--- config.mk ---
export PLATFORM = sky130hd
export DESIGN_NAME = mul_iter
export DESIGN_NICKNAME = d
export VERILOG_FILES = /design/src/rtl/mul_pkg.sv /design/src/rtl/negate64.sv /design/src/rtl/mul_iter.sv
export SDC_FILE = /design/constraint.sdc
export NUM_CORES = 2
export LEC_CHECK = 0
export BUFFER_PORTS_ARGS = -buffer_cell sky130_fd_sc_hd__clkbuf_2
export CAP_MARGIN = 20
export CORE_ASPECT_RATIO = 0.7
export CORE_MARGIN = 5
export CORE_UTILIZATION = 50
export CTS_CLUSTER_DIAMETER = 120
export DETAILED_ROUTE_END_ITERATION = 10
export GPL_TIMING_DRIVEN = 0
export PLACE_DENSITY = 0.74
export SLEW_MARGIN = 20
export SYNTH_ARGS = -nofsm -noshare
export SYNTH_HDL_FRONTEND = slang
export SYNTH_SLANG_ARGS = --single-unit
--- constraint.sdc ---
create_clock -name clk -period 15.3 [get_ports clk]
set_clock_uncertainty 0.2 [all_clocks]
set_input_delay 4.59 -clock clk [delete_from_list [all_inputs] [get_ports clk]]
set_output_delay 4.59 -clock clk [all_outputs]
set_load 0.05 [all_outputs]
--- src/rtl/mul_pkg.sv ---
// Shared types and constants for the iterative LEGv8 multiplier.
package mul_pkg;

    localparam int MUL_WIDTH = 64;
    localparam logic [4:0] ZERO_REG = 5'd31;

    typedef enum logic [1:0] {
        OP_MUL   = 2'b00,
        OP_SMULH = 2'b01,
        OP_UMULH = 2'b10,
        OP_RSVD  = 2'b11
    } mul_op_t;

    typedef enum logic [1:0] {
        S_IDLE = 2'b00,
        S_CALC = 2'b01,
        S_FIX  = 2'b10,
        S_DONE = 2'b11
    } mul_state_t;

    // The reserved encoding behaves as a plain low-half multiply.
    function automatic mul_op_t norm_op(input mul_op_t o);
        return (o == OP_SMULH || o == OP_UMULH) ? o : OP_MUL;
    endfunction

endpackage

--- src/rtl/negate64.sv ---
// 64-bit two's-complement slice; cin=1 for a standalone negate,
// cin=borrow from the lower half when chained into wider words.
module negate64
    import mul_pkg::*;
(
    input  logic [MUL_WIDTH-1:0] x,
    input  logic                 cin,
    output logic [MUL_WIDTH-1:0] y
);

    assign y = ~x + {{(MUL_WIDTH-1){1'b0}}, cin};

endmodule

--- src/rtl/mul_iter.sv ---
// Radix-2 shift-add 64x64 multiplier (MUL/SMULH/UMULH) with a
// one-cycle register-file write request on completion.
module mul_iter
    import mul_pkg::*;
(
    input  logic                 clk,
    input  logic                 reset_n,
    input  logic                 start,
    input  logic                 flush,
    input  mul_op_t              op,
    input  logic [MUL_WIDTH-1:0] a,
    input  logic [MUL_WIDTH-1:0] b,
    input  logic [4:0]           rd,
    output logic                 busy,
    output logic                 done,
    output logic [MUL_WIDTH-1:0] WriteData,
    output logic [4:0]           WriteRegister,
    output logic                 RegWrite
);

    mul_state_t state;
    mul_state_t state_nxt;

    mul_op_t                 op_q;
    logic [4:0]              rd_q;
    logic [MUL_WIDTH-1:0]    mcand;
    logic [MUL_WIDTH-1:0]    mplier;
    logic [2*MUL_WIDTH-1:0]  acc;
    logic [5:0]              cnt;
    logic                    neg;

    logic [MUL_WIDTH-1:0]    a_neg;
    logic [MUL_WIDTH-1:0]    b_neg;
    logic [MUL_WIDTH-1:0]    a_mag;
    logic [MUL_WIDTH-1:0]    b_mag;
    logic [2*MUL_WIDTH-1:0]  addend;
    logic [MUL_WIDTH-1:0]    acc_neg_lo;
    logic [MUL_WIDTH-1:0]    acc_neg_hi;
    logic                    lo_borrow;
    logic [2*MUL_WIDTH-1:0]  acc_fix;

    negate64 u_neg_a (
        .x   (a),
        .cin (1'b1),
        .y   (a_neg)
    );

    negate64 u_neg_b (
        .x   (b),
        .cin (1'b1),
        .y   (b_neg)
    );

    // 0x8000... negates to itself, which read unsigned is exactly 2^63.
    assign a_mag = a[MUL_WIDTH-1] ? a_neg : a;
    assign b_mag = b[MUL_WIDTH-1] ? b_neg : b;

    // The +1 only ripples into the upper half when the lower half is zero.
    assign lo_borrow = (acc[MUL_WIDTH-1:0] == '0);

    negate64 u_neg_lo (
        .x   (acc[MUL_WIDTH-1:0]),
        .cin (1'b1),
        .y   (acc_neg_lo)
    );

    negate64 u_neg_hi (
        .x   (acc[2*MUL_WIDTH-1:MUL_WIDTH]),
        .cin (lo_borrow),
        .y   (acc_neg_hi)
    );

    assign acc_fix = neg ? {acc_neg_hi, acc_neg_lo} : acc;
    assign addend  = {{MUL_WIDTH{1'b0}}, mcand} << cnt;

    always_ff @(posedge clk or negedge reset_n) begin
        if (!reset_n) begin
            state <= S_IDLE;
        end else begin
            state <= state_nxt;
        end
    end

    always_comb begin
        state_nxt = state;
        case (state)
            S_IDLE: if (start) state_nxt = S_CALC;
            S_CALC: if (cnt == 6'd63) state_nxt = S_FIX;
            S_FIX:  state_nxt = S_DONE;
            S_DONE: state_nxt = S_IDLE;
            default: state_nxt = S_IDLE;
        endcase
        if (flush) state_nxt = S_IDLE;
    end

    always_comb begin
        busy     = (state != S_IDLE);
        done     = (state == S_DONE);
        RegWrite = (state == S_DONE) && (WriteRegister != ZERO_REG);
    end

    always_ff @(posedge clk or negedge reset_n) begin
        if (!reset_n) begin
            op_q          <= OP_MUL;
            rd_q          <= '0;
            mcand         <= '0;
            mplier        <= '0;
            acc           <= '0;
            cnt           <= '0;
            neg           <= 1'b0;
            WriteData     <= '0;
            WriteRegister <= '0;
        end else begin
            case (state)
                S_IDLE: begin
                    if (start && !flush) begin
                        op_q <= norm_op(op);
                        rd_q <= rd;
                        acc  <= '0;
                        cnt  <= '0;
                        if (op == OP_SMULH) begin
                            mcand  <= a_mag;
                            mplier <= b_mag;
                            neg    <= a[MUL_WIDTH-1] ^ b[MUL_WIDTH-1];
                        end else begin
                            mcand  <= a;
                            mplier <= b;
                            neg    <= 1'b0;
                        end
                    end
                end
                S_CALC: begin
                    if (mplier[0]) acc <= acc + addend;
                    mplier <= mplier >> 1;
                    cnt    <= cnt + 6'd1;
                end
                S_FIX: begin
                    if (!flush) begin
                        acc           <= acc_fix;
                        WriteRegister <= rd_q;
                        if (op_q == OP_MUL)
                            WriteData <= acc_fix[MUL_WIDTH-1:0];
                        else
                            WriteData <= acc_fix[2*MUL_WIDTH-1:MUL_WIDTH];
                    end
                end
                default: ;
            endcase
        end
    end

endmodule
==> flow_summary.json <==
{
  "worst_slew_pin_slew_ns": 1.32,
  "synth_top_area_share_pct": 25.6,
  "gp_congestion": 1.15,
  "cp-end-kind": "flip-flop",
  "layout.nets": 5040,
  "worst-path-stages": 25,
  "startpoint_type": "flip-flop",
  "grt_max_degree": 89,
  "multi_input_area_um2": 23300,
  "synth.distinct_cells": 78,
  "post-cts-setup-buffers": 0,
  "ys.flop_type": "dfrtp_1",
  "regArea_um2": 8530,
  "reg2reg_depth": 25,
  "synth.avg_cell_area_um2": 7.38,
  "hp-class": "reg2reg",
  "path_clk_slew_ns": 0.06,
  "drc": 0,
  "crit_family": "compound AO/OA/AOI/OAI gates",
  "power_frac_comb_pct": 73.0,
  "max-cap-violations": 0,
  "critical_path_arrival_ns": 10.26,
  "boundaryPins": 211,
  "grt_pass1_wl_um": 230000,
  "synth.most_common_cell": "nand2_1",
  "drive_above_1_share_pct": 9.02,
  "drtIter0Drc": 6108,
  "cp_data_required_time_ns": 15.52,
  "tns_ns": 0,
  "crit_end": "acc[122]",
  "vias": 38000,
  "num-fill-cells": 6494,
  "powerDensity_nw_per_um2": 262,
  "worstPathMaxFanout": 10,
  "worstSetupStartpoint": "cnt[0]",
  "p_sw_mw": 5.84,
  "viasPerCell": 6.68,
  "htree_num_levels": 2,
  "grt_pass1_vias": 34000,
  "place_hpwl_um": 132000,
  "p_leak_nw": 15.2,
  "dp_cells": 5614,
  "cpMaxStageDelayCell": "a31oi_1",
  "crit_top_cell": "nand2_1",
  "period_share_pct": 65.6,
  "num_rows": 79,
  "r2r-end": "acc[122]",
  "internal_power_mw": 3.82,
  "yosysSeqAreaShare_pct": 25.6,
  "grt_setup_unrepaired": "no",
  "pre_cts_ws_ns": 6.12,
  "die_width_um": 318,
  "cts.sink_count": 341,
  "switching_share_pct": 60.4,
  "cts_tree": "done",
  "rrSetupSlack_ns": 5.26,
  "synth_warnings": 0,
  "path_buf_inv": 4,
  "critPathKind": "reg2reg",
  "peakVddDrop_v": 0.000150,
  "final_max_slew_viol_count": 0,
  "grt_usage_pct": 42.6,
  "ctsResizeCount": 0,
  "io_buffers": 210,
  "async_flop_share_pct": 100,
  "routed_wl_um": 161000,
  "dieArea_um2": 71900,
  "antenna_found_initial": 7,
  "root_buffer": "clkbuf_16",
  "final.min_clock_period_ns": 10.04,
  "seqPwrFrac_pct": 16.9,
  "postCtsHoldBufs": 0,
  "synthCells": 4509,
  "synth_edf_count": 0,
  "stdcell_count": 5681,
  "clk-insertion-delay-late_ns": 0.61,
  "clock_path_buffers": 3,
  "placed_cell_area_um2": 35600,
  "total_power_mw": 9.66,
  "finish.instance_area_um2": 36900,
  "synthTopCellsByCount": "nand2_1 (712), o21ai_0 (518), a21oi_1 (469), nor2_1 (469), dfrtp_1 (341)",
  "syn_area_um2": 33300,
  "ys_top_cells_by_area": "dfrtp_1 (26%), nand2_1 (8.0%), o21ai_0 (7.8%)",
  "synth_top_area_cell": "dfrtp_1",
  "status": "finished, final reports clean",
  "finalWorstSetupSlack_ns": 5.26,
  "hold_viol_final": 0,
  "r2r-start": "cnt[0]",
  "syn_nets": 4787,
  "core_area_um2": 66200,
  "cts_buffers": 37,
  "wl_per_cell_um": 28.3,
  "synth_seq_cells": 341,
  "die_h_um": 226,
  "overflow": 0,
  "finalSetupViolCount": 0,
  "drt.antenna.violating_nets": 0,
  "firstDrtPassIters": 6,
  "fmax_mhz": 99.6,
  "slew_headroom_pct": 11.5,
  "p_clk_share_pct": 10.1,
  "area_growth_pct": 10.8,
  "initial_core_util_pct": 50.3,
  "slowest_delay_ns": 0.98
}
-- final cells by class --
cell class                      instances  share of cell area [%]
Multi-Input combinational cell       3793                    63.3
Sequential cell                       341                    23.1
Timing Repair Buffer                  214                    3.17
Buffer                                295                    3.09
Tap cell                              891                    3.02
Clock buffer                           50                    2.97
Inverter                               80                   0.815
Clock inverter                         16                   0.465
Antenna cell                            1                 0.00679
-- power by group through the flow --
stage | clock [mW] | combinational (mW) | sequential (mW)
floorplan | 0 | 4.12 | 1.70
global placement | 0 | 6.58 | 1.62
detailed placement | 0 | 6.58 | 1.62
CTS | 0.970 | 6.61 | 1.61
global route | 1.01 | 7.34 | 1.66
finish | 0.972 | 7.05 | 1.63
-- flip-flops by register name, summed over array words and instances, names as in the netlist --
register,flops
op_q,2
WriteData,64
acc,128
WriteRegister,5
cnt,6
state,2
neg,1
mplier,64
rd_q,5
mcand,64
-- how the worst min path moves through the flow --
stage	depth (start not counted)	startpoint	to
6_report	2	WriteData[16]	WriteData[16]
5_1_grt	2	WriteData[12]	WriteData[12]
4_1_cts	2	WriteData[12]	WriteData[12]
3_5_place_dp	2	WriteData[12]	WriteData[12]
3_3_place_gp	2	mplier[50]	mplier[50]
2_1_floorplan	2	mplier[42]	mplier[42]
-- tightest hold or removal path, cell delays in order (launching register included) --
cell     delay, ns
dfrtp_1       0.34
nand2_1       0.05
o21ai_0       0.06
-- cells in the final DEF (no fill, tap or decap), types with 21 or more instances in the layout --
| cell type | n |
|---|---|
| mux2i_1 | 93 |
| o31ai_1 | 61 |
| and2_1 | 24 |
| ha_1 | 138 |
| xor2_1 | 163 |
| mux2_2 | 41 |
| clkbuf_2 | 209 |
| nor3_1 | 132 |
| a31oi_1 | 47 |
| buf_1 | 43 |
| mux4_2 | 52 |
| clkbuf_1 | 247 |
| a211oi_1 | 21 |
| clkbuf_16 | 38 |
| o21ai_0 | 517 |
| nor2_1 | 469 |
| o21a_1 | 21 |
| o21bai_1 | 43 |
| a21o_1 | 64 |
| a21oi_1 | 469 |
| dfrtp_1 | 341 |
| inv_1 | 76 |
| nand2b_1 | 31 |
| nor4_1 | 28 |
| o221ai_1 | 36 |
| or4_1 | 22 |
| nand4_1 | 81 |
| xnor2_1 | 192 |
| or3_1 | 46 |
| nand3_1 | 40 |
| nand2_1 | 712 |
| a22oi_1 | 31 |
-- stage by stage --
step | util (%) | hold slack, ns
after detailed placement | 53.7 | 0.269
after CTS | 55.6 | 0.283
after floorplan | - | 0.245
after global placement | 53.5 | 0.260
after global routing | 55.7 | 0.300
final | 55.7 | 0.275
-- cells by family after synthesis --
logic type / count (synthesis) / share of synthesized area [%]
flops: 341 / 25.6
compound gates: 1443 / 25.5
mux: 186 / 7.70
simple gates: 1670 / 22.2
buf+inv: 375 / 4.32
fa+ha+maj: 139 / 5.25
xor+xnor: 355 / 9.34
-- metal layers --
| metal | vias to the layer above | GRT usage [%] | routed length, um |
|---|---|---|---|
| met3 | 294 | 20.3 | 26800 |
| li1 | 16700 | - | - |
| met1 | 18300 | 63.1 | 69200 |
| met2 | 2602 | 53.6 | 58600 |
| met5 | - | 0 | 25 |
| met4 | 4 | 13.6 | 6220 |
Note: power is estimated with default switching activity, not from simulation.
